===== src/rtl/bus_rr_ctrl_if.sv =====
// Request/grant and transfer handshake bundle between four bus masters and the
// round-robin bus controller; the controller attaches through the slave modport.
interface bus_rr_ctrl_if;
    logic       m0_req;
    logic       m1_req;
    logic       m2_req;
    logic       m3_req;
    logic       m0_grnt;
    logic       m1_grnt;
    logic       m2_grnt;
    logic       m3_grnt;
    logic       bus_as;
    logic       bus_rdy;
    logic       bus_err;
    logic [1:0] owner;
    logic       busy;

    modport master (
        output m0_req, m1_req, m2_req, m3_req, bus_as, bus_rdy,
        input  m0_grnt, m1_grnt, m2_grnt, m3_grnt, bus_err, owner, busy
    );

    modport slave (
        input  m0_req, m1_req, m2_req, m3_req, bus_as, bus_rdy,
        output m0_grnt, m1_grnt, m2_grnt, m3_grnt, bus_err, owner, busy
    );
endinterface


===== src/rtl/bus_rr_ctrl.sv =====
// Four-master round-robin bus arbiter with tenure-limited ownership and a
// transfer watchdog that drops the grant when the slave never becomes ready.
module bus_rr_ctrl #(
    parameter int MAX_TENURE = 16,
    parameter int TIMEOUT    = 32
) (
    input  logic          clk,
    input  logic          rest,
    bus_rr_ctrl_if.slave  bus
);
    localparam int TOUT_W = $clog2(TIMEOUT) + 1;
    localparam int TEN_W  = $clog2(MAX_TENURE) + 1;
    localparam logic [TOUT_W-1:0] TOUT_LAST = TOUT_W'(TIMEOUT - 1);
    localparam logic [TEN_W-1:0]  TEN_MAX   = TEN_W'(MAX_TENURE);

    typedef enum logic [1:0] {
        IDLE,
        OWNED,
        WAIT_RDY
    } state_t;

    state_t            r_state;
    state_t            w_stateNext;
    logic [3:0]        r_grant;
    logic [3:0]        w_grantNext;
    logic [1:0]        r_owner;
    logic [1:0]        w_ownerNext;
    logic              r_busy;
    logic              r_err;
    logic              w_errNext;
    logic [TOUT_W-1:0] r_tout;
    logic [TOUT_W-1:0] w_toutNext;
    logic [TEN_W-1:0]  r_tenure;
    logic [TEN_W-1:0]  w_tenureNext;
    logic [TEN_W-1:0]  w_tenureInc;

    logic [3:0]        w_req;
    logic [1:0]        w_o1;
    logic [1:0]        w_o2;
    logic [1:0]        w_o3;
    logic              w_otherValid;
    logic [1:0]        w_otherIdx;
    logic              w_anyValid;
    logic [1:0]        w_anyIdx;

    assign w_req = {bus.m3_req, bus.m2_req, bus.m1_req, bus.m0_req};
    assign w_o1  = r_owner + 2'd1;
    assign w_o2  = r_owner + 2'd2;
    assign w_o3  = r_owner + 2'd3;

    // Search order is owner+1, +2, +3 and finally the owner itself, so the
    // "other" winner is the preemption candidate and the owner only wins last.
    always_comb begin
        w_otherValid = 1'b1;
        w_otherIdx   = w_o1;
        if (w_req[w_o1]) begin
            w_otherIdx = w_o1;
        end else if (w_req[w_o2]) begin
            w_otherIdx = w_o2;
        end else if (w_req[w_o3]) begin
            w_otherIdx = w_o3;
        end else begin
            w_otherValid = 1'b0;
            w_otherIdx   = r_owner;
        end
        w_anyValid = w_otherValid | w_req[r_owner];
        w_anyIdx   = w_otherValid ? w_otherIdx : r_owner;
    end

    assign w_tenureInc = (r_tenure == TEN_MAX) ? r_tenure : r_tenure + TEN_W'(1);

    always_comb begin
        w_stateNext  = r_state;
        w_grantNext  = r_grant;
        w_ownerNext  = r_owner;
        w_errNext    = 1'b0;
        w_toutNext   = r_tout;
        w_tenureNext = r_tenure;
        case (r_state)
            IDLE: begin
                w_tenureNext = '0;
                w_toutNext   = '0;
                if (w_anyValid) begin
                    w_grantNext = 4'b0001 << w_anyIdx;
                    w_ownerNext = w_anyIdx;
                    w_stateNext = OWNED;
                end
            end
            OWNED: begin
                if (!w_req[r_owner]) begin
                    w_tenureNext = '0;
                    if (w_otherValid) begin
                        w_grantNext = 4'b0001 << w_otherIdx;
                        w_ownerNext = w_otherIdx;
                    end else begin
                        w_grantNext = 4'b0000;
                        w_stateNext = IDLE;
                    end
                end else if ((r_tenure == TEN_MAX) && w_otherValid) begin
                    w_tenureNext = '0;
                    w_grantNext  = 4'b0001 << w_otherIdx;
                    w_ownerNext  = w_otherIdx;
                end else begin
                    w_tenureNext = w_tenureInc;
                    if (bus.bus_as) begin
                        w_stateNext = WAIT_RDY;
                        w_toutNext  = '0;
                    end
                end
            end
            WAIT_RDY: begin
                // Ready on the final watchdog cycle still counts as a completed transfer.
                w_tenureNext = w_tenureInc;
                if (bus.bus_rdy) begin
                    w_stateNext = OWNED;
                end else if (r_tout == TOUT_LAST) begin
                    w_errNext   = 1'b1;
                    w_grantNext = 4'b0000;
                    w_toutNext  = '0;
                    w_stateNext = IDLE;
                end else begin
                    w_toutNext = r_tout + TOUT_W'(1);
                end
            end
            default: begin
                w_grantNext = 4'b0000;
                w_stateNext = IDLE;
            end
        endcase
    end

    always_ff @(posedge clk or negedge rest) begin
        if (!rest) begin
            r_state  <= IDLE;
            r_grant  <= 4'b0000;
            r_owner  <= 2'd3;
            r_busy   <= 1'b0;
            r_err    <= 1'b0;
            r_tout   <= '0;
            r_tenure <= '0;
        end else begin
            r_state  <= w_stateNext;
            r_grant  <= w_grantNext;
            r_owner  <= w_ownerNext;
            r_busy   <= |w_grantNext;
            r_err    <= w_errNext;
            r_tout   <= w_toutNext;
            r_tenure <= w_tenureNext;
        end
    end

    assign bus.m0_grnt = r_grant[0];
    assign bus.m1_grnt = r_grant[1];
    assign bus.m2_grnt = r_grant[2];
    assign bus.m3_grnt = r_grant[3];
    assign bus.owner   = r_owner;
    assign bus.busy    = r_busy;
    assign bus.bus_err = r_err;
endmodule

===== src/flat_wrapper.sv =====
// flat-port wrapper written by rule: the top's interface ports become plain ports
module bus_rr_ctrl_flat 
#(
    parameter int MAX_TENURE = 16,
    parameter int TIMEOUT    = 32
)
  (clk, rest, bus_m0_req, bus_m1_req, bus_m2_req, bus_m3_req, bus_bus_as, bus_bus_rdy, bus_m0_grnt, bus_m1_grnt, bus_m2_grnt, bus_m3_grnt, bus_bus_err, bus_owner, bus_busy);
  bus_rr_ctrl_if bus_i ();
  input  logic clk;
  input  logic rest;
  input wire logic [$bits(bus_i.m0_req)-1:0] bus_m0_req;
  input wire logic [$bits(bus_i.m1_req)-1:0] bus_m1_req;
  input wire logic [$bits(bus_i.m2_req)-1:0] bus_m2_req;
  input wire logic [$bits(bus_i.m3_req)-1:0] bus_m3_req;
  input wire logic [$bits(bus_i.bus_as)-1:0] bus_bus_as;
  input wire logic [$bits(bus_i.bus_rdy)-1:0] bus_bus_rdy;
  output wire logic [$bits(bus_i.m0_grnt)-1:0] bus_m0_grnt;
  output wire logic [$bits(bus_i.m1_grnt)-1:0] bus_m1_grnt;
  output wire logic [$bits(bus_i.m2_grnt)-1:0] bus_m2_grnt;
  output wire logic [$bits(bus_i.m3_grnt)-1:0] bus_m3_grnt;
  output wire logic [$bits(bus_i.bus_err)-1:0] bus_bus_err;
  output wire logic [$bits(bus_i.owner)-1:0] bus_owner;
  output wire logic [$bits(bus_i.busy)-1:0] bus_busy;
  assign bus_i.m0_req = bus_m0_req;
  assign bus_i.m1_req = bus_m1_req;
  assign bus_i.m2_req = bus_m2_req;
  assign bus_i.m3_req = bus_m3_req;
  assign bus_i.bus_as = bus_bus_as;
  assign bus_i.bus_rdy = bus_bus_rdy;
  assign bus_m0_grnt = bus_i.m0_grnt;
  assign bus_m1_grnt = bus_i.m1_grnt;
  assign bus_m2_grnt = bus_i.m2_grnt;
  assign bus_m3_grnt = bus_i.m3_grnt;
  assign bus_bus_err = bus_i.bus_err;
  assign bus_owner = bus_i.owner;
  assign bus_busy = bus_i.busy;
  bus_rr_ctrl #(.MAX_TENURE(MAX_TENURE), .TIMEOUT(TIMEOUT)) u_core (.clk(clk), .rest(rest), .bus(bus_i));
endmodule

===== config.mk =====
export PLATFORM = sky130hd
export DESIGN_NAME = bus_rr_ctrl_flat
export DESIGN_NICKNAME = d
export VERILOG_FILES = /design/src/rtl/bus_rr_ctrl_if.sv /design/src/rtl/bus_rr_ctrl.sv /design/src/flat_wrapper.sv
export SDC_FILE = /design/constraint.sdc
export NUM_CORES = 1
export LEC_CHECK = 0
export ABC_AREA = 1
export CAP_MARGIN = 20
export CORE_AREA = 2 2 56 58
export DETAILED_ROUTE_END_ITERATION = 10
export DIE_AREA = 0 0 58 60
export GPL_ROUTABILITY_DRIVEN = 0
export PLACE_DENSITY = 0.75
export RECOVER_POWER = 50
export SYNTH_ARGS = -nofsm -noshare
export SYNTH_HDL_FRONTEND = slang
export SYNTH_SLANG_ARGS = --single-unit

===== constraint.sdc =====
create_clock -name clk -period 2.44 [get_ports clk]
set_clock_uncertainty 0.1 [all_clocks]
set_input_delay 0.488 -clock clk [delete_from_list [all_inputs] [get_ports clk]]
set_output_delay 0.488 -clock clk [all_outputs]
set_load 0.02 [all_outputs]

Word level (Yosys, flattened, before mapping)
Index checks and enable logic that the tools add are counted.
{ "op_classes": {"add_sub_neg": 5, "mul": 0, "n_div": 0, "order_cmp": 4, "n_eq_ne": 14, "shifts": 2, "muxes": 47, "n_bitwise": 1, "n_reduce_logical": 8} }
{ "op_table": {"columns": ["op", "n"], "rows": [
  ["2-to-1 mux 6 bit", 5],
  ["2-to-1 mux 2 bit", 14],
  ["2-to-1 mux 4 bit", 6],
  ["one-hot mux 6 bit (3 select lines)", 1],
  ["2-to-1 mux 5 bit", 3],
  ["one-hot mux 5 bit (3 select lines)", 1],
  ["less-than comparator 2 x 3 -> 1 bit, second input constant", 4],
  ["inequality test 3 bit, second input constant", 4],
  ["one-hot mux 4 bit (3 select lines)", 1],
  ["2-to-1 mux 1 bit", 10],
  ["AND reduction 5 bit", 2],
  ["binary-select mux 1 bit (select 2 bit)", 4],
  ["left shift 1 x 2 -> 4 bit, first input constant", 2],
  ["adder 6 x 1 -> 6 bit, second input constant", 1],
  ["equality test 6 x 5 -> 1 bit, second input constant", 1],
  ["inequality test 2 bit, second input constant", 3],
  ["one-hot mux 2 bit (3 select lines)", 1],
  ["adder 5 x 1 -> 5 bit, second input constant", 1],
  ["equality test 5 bit, second input constant", 1],
  ["adder 2 bit, second input constant", 2],
  ["inequality test 2 x 1 -> 1 bit, second input constant", 2],
  ["one-hot mux 2 bit (2 select lines)", 1],
  ["OR reduction 4 bit", 1],
  ["inequality test 3 x 2 -> 1 bit, second input constant", 1],
  ["9 further kinds", 9]
]} }
{ "word_totals": {"reg_bits": 21, "latchBits": 0, "mem_bits_rw": 0, "mem_bits_ro": 0, "input_bits": 8, "out_inout_bits": 8, "wordCells": 88, "mem_count": 0} }

Longest topological paths before layout
{ "depth": {"depth_word": 11, "mapped_depth": 16, "ltp_nobuf": 15} }

Worst setup path after synthesis
Ideal clock, no wire load.
{ "synth_path": {"path_kind": "register to register", "startpoint": "reg u_core.r_owner[0], in the netlist u_core.bus.owner[0]", "endpoint": "reg u_core.r_busy, in the netlist u_core.bus.busy", "setup_time_ns": 0.120, "arrival_ns": 1.616, "required_ns": 2.220, "slack_ns": 0.604, "stages_incl_launch_ff": 15, "path_buffers": 1, "period_less_slack_ns": 1.836, "cell_sequence": "dfstp_2 -> buf_6 -> inv_8 -> nand2_2 -> nand2_4 -> nor2_4 -> nand3_2 -> nor2_2 -> nor2_1 -> nand2_1 -> nand2_1 -> nand2_1 -> nand2_1 -> o21ai_1 -> nand2_1"} }
{ "synth_between": {"elab_chain_len": 11, "elab_cells_between_ends": 28, "cone_classes": "add/sub: 3; shift: 2; mux: 20; bitwise: 1; reduce/logical: 2"} }
{ "synth_lines": {"columns": ["item", "line_no", "text"], "rows": [
  ["from (decl)", "bus_rr_ctrl.sv:26", "logic [1:0] r_owner;"],
  ["from (signal assigned)", "bus_rr_ctrl.sv:144", "r_owner <= w_ownerNext;"],
  ["adder 2 bit", "bus_rr_ctrl.sv:49", "assign w_o3 = r_owner + 2'd3;"],
  ["binary-select mux 1 bit (select 2 bit)", "bus_rr_ctrl.sv:60", "end else if (w_req[w_o3]) begin"],
  ["2-to-1 mux 1 bit (not written as such)", "bus_rr_ctrl.sv:60", null],
  ["2-to-1 mux 2 bit / 2-to-1 mux 1 bit (equally long branches)", "bus_rr_ctrl.sv:60", null],
  ["2-to-1 mux 2 bit / 2-to-1 mux 1 bit (equally long branches)", "bus_rr_ctrl.sv:58", "end else if (w_req[w_o2]) begin"],
  ["2-to-1 mux 2 bit / 2-to-1 mux 1 bit (equally long branches)", "bus_rr_ctrl.sv:56", "if (w_req[w_o1]) begin"],
  ["left shift 1 x 2 -> 4 bit, or another cell as far along", "bus_rr_ctrl.sv:93, bus_rr_ctrl.sv:101", null],
  ["2-to-1 mux 4 bit, or another cell as far along", "bus_rr_ctrl.sv:92", "if (w_otherValid) begin"],
  ["2-to-1 mux 4 bit (on tied branches)", "bus_rr_ctrl.sv:90, bus_rr_ctrl.sv:83", null],
  ["one-hot mux 4 bit (3 select lines) (*)", "bus_rr_ctrl.sv:79", "case (r_state)"],
  ["OR reduction 4 bit (*)", "bus_rr_ctrl.sv:145", "r_busy <= |w_grantNext;"],
  ["to (signal assigned)", "bus_rr_ctrl.sv:145", null],
  ["to (decl)", "bus_rr_ctrl.sv:28", "logic r_busy;"]
]} }
Mark *: on every way between the ends. The rest lies on a longest branch, timed or not. The select of a mux whose other input is x is not followed.
A chain may end at the register's enable or synchronous reset.

Worst setup path in the final report
{ "layout_path": {"startpoint": "reg u_core.r_owner[0], in the netlist u_core.bus.owner[0]", "endpoint": "out bus_owner[0]"} }
{ "layout_rtl": {"columns": ["item", "line_no", "text"], "rows": [
  ["to (decl)", "flat_wrapper.sv:22", "output wire logic [$bits(bus_i.owner)-1:0] bus_owner;"]
]} }
No word-level cell between the ends.

==> summary.txt <==
Slowest cell on the critical path -> dfstp_2
Worst setup path start -> u_core.bus.owner[0]
Starting Density -> 52.2%
Avg Inst Size Synth -> 7.28 um2
Floorplan core area -> 0.00290 mm2
WP data required -> 1850 ps
WP buf/inv -> 1
Hold path startpoint -> u_core.r_tout[4]
CP max stage delay -> 700 ps
Crit path max fanout -> 10
Grt ovf -> 0
Hold depth -> 1
Warnings from Yosys -> 0
Critical path depth -> 1
Vias -> 1294
Critical path launch point type -> register
Worst min path class -> register to register
First-pass GRT wire length -> 4.81 mm
DP HPWL -> 2.22 mm
GRT Total Usage -> 17.9%
Leakage dissipation -> 0.866 nW
Hold bufs inserted after CTS -> 0
Hold Crit Endpoint -> u_core.r_tout[4]
CP delay by family, top -> flip-flops
First DRT Iteration DRCs -> 55
Port Buffer Count -> 15
Outcome -> complete, no violations
Commonest non-fill, non-tap cell in the layout -> nand2_1
Design area -> 0.00172 mm2
Post-synth top area cell -> dfrtp_1
Synth-to-layout area growth -> 13.7%
TritonCTS clock tree -> built
Max Cap Viol -> 0
Die W -> 58 um
Post-CTS setup buffers -> 0
Worst slew pin tran -> 1140 ps
Number of global-route vias before repair -> 1155
Mapped Nets -> 224
Post-synth cell types -> 30
RR Startpoint -> u_core.bus.owner[0]
CTS resizes -> 0
Maximum root-to-sink buffer count -> 2
Drc violations -> 0
Pins over their slew limit -> 0
I/O pin cnt -> 16
# setup viols final -> 0
Top cells by area, synth -> dfrtp_1, nand2_1, ha_1
H-tree depth -> 1
Yosys reg bits -> 21
Mapped cell area -> 0.00152 mm2
FP Rows -> 20
Final nets -> 244
Final Critical Period -> 2250 ps
Final period util -> 92.4%
Placement Setup Slack -> 164 ps
Reg2Reg Depth -> 13
Worst Setup End Kind -> output port
TNS Setup -> 0 ps
Register area share after synthesis -> 34.8%
Crit path cell chain -> clkdlybuf4s50_1
DR vias/cell -> 4.98
Die height -> 60 um
# fillers -> 287
Slew HR -> 24.1%
Fmax -> 0.444 GHz
Yosys top cell area share -> 31.4%
Clock slew at reported path FFs -> 110 ps
Placed cell area -> 0.00170 mm2
Most frequent cells in the layout -> nand2_1, inv_1, dfrtp_1
Maximum VDD drop -> 0.953 mV
Routed WL -> 2.80 mm
Critical Path AT -> 1670 ps
Tot Pwr -> 2.01 mW
Pin count of the biggest net entering global routing -> 22
Antenna Cells -> 0
Worst Slack Setup Final -> 186 ps
Initial antenna violation count -> 0
RSZ-0062 raised after global routing -> false
Share of layout cells above drive strength 1 -> 15.0%
Sink Count -> 21
PD cells -> 1170 mW/mm2
Full die area -> 0.00348 mm2
Worst skew pair latency -> 320 ps
Kind of critical path -> register to output port
Antenna viol nets, final -> 0
Final hold vios -> 0
Cells after Synth -> 208
CTS root buffer -> clkbuf_4
Final core occ -> 59.4%
Total CTS buffers -> 3
DR WL/cell -> 10.8 um
Critical R2R Capture -> u_core.bus.busy
DR pass1 iterations -> 5
Worst reg2reg setup slack -> 440 ps
[worst max path at each step]
| stage | to |
|---|---|
| 2_1_floorplan | u_core.bus.busy |
| 3_3_place_gp | u_core.bus.busy |
| 5_1_grt | bus_owner[0] |
| 4_1_cts | bus_owner[0] |
| 3_5_place_dp | u_core.bus.busy |
| 6_report | bus_owner[0] |
[synthesized netlist by cell type]
| cell type | number |
|---|---|
| inv_8 | 1 |
| nand3_1 | 14 |
| dfstp_2 | 2 |
| nand2_4 | 4 |
| nor2_1 | 10 |
| o211ai_1 | 1 |
| nor3b_2 | 1 |
| inv_1 | 23 |
| o31ai_2 | 1 |
| nor3_2 | 2 |
| nor2_4 | 1 |
| o22ai_1 | 2 |
| nand3_2 | 3 |
| o21ai_1 | 3 |
| nor3_1 | 3 |
| inv_2 | 6 |
| xor2_1 | 2 |
| dfrtp_1 | 19 |
| a32o_1 | 1 |
| ha_1 | 8 |
| xnor2_1 | 1 |
| o31ai_1 | 1 |
| nand2_1 | 67 |
| a21oi_1 | 9 |
| o21a_1 | 1 |
| o21ai_0 | 10 |
| nand2_2 | 7 |
| or2_2 | 1 |
| buf_6 | 1 |
| nor2_2 | 3 |
[flip-flops by register name, summed over array words and instances, names as in the netlist]
signal              cells
u_core.r_grant          4
u_core.r_state          2
u_core.bus.bus_err      1
u_core.bus.busy         1
u_core.r_tout           6
u_core.r_tenure         5
u_core.bus.owner        2
[layer usage]
layer	share of wire (%)	routed length [um]	global-route usage (%)	vias to the layer above
met1	49	1370	22.6	571
met3	3.2	90	2.38	5
li1	-	-	-	699
met2	46	1280	30.0	19
met5	0	0	0	-
met4	2.2	61	8.97	0
[power breakdown]
group          internal [mW]  switching [mW]  total, mW
registers              0.448          0.0918      0.540
logic                  0.468           0.832       1.30
clock network         0.0641           0.110      0.174
[logic make-up after synthesis]
logic type | count (synthesis) | synth area share [%]
and+or+nand+nor | 116 | 37.1
buffers and inverters | 31 | 8.67
AOI/OAI and AO/OA | 29 | 11.1
DFF | 21 | 34.8
adders and majority gates | 8 | 6.61
xor gates and xnor gates | 3 | 1.73
[area by class of cell]
type | count | area (um2) | share of cell area (%)
multi-input combinational | 156 | 853 | 49.5
sequential | 21 | 528 | 30.6
timing repair buffer | 16 | 154 | 8.93
inverter | 30 | 120 | 6.97
tap | 33 | 41.3 | 2.40
clock buffer | 4 | 26.3 | 1.53
[per-stage QoR]
| stage | hold slack, ps | std cells |
|---|---|---|
| floorplan | 92.4 | 208 |
| global placement | 406 | 256 |
| detailed placement | 411 | 256 |
| CTS | 403 | 260 |
| global route | 479 | 260 |
| finish | 433 | 260 |
No activity file was read; power rests on OpenSTA's default activity.
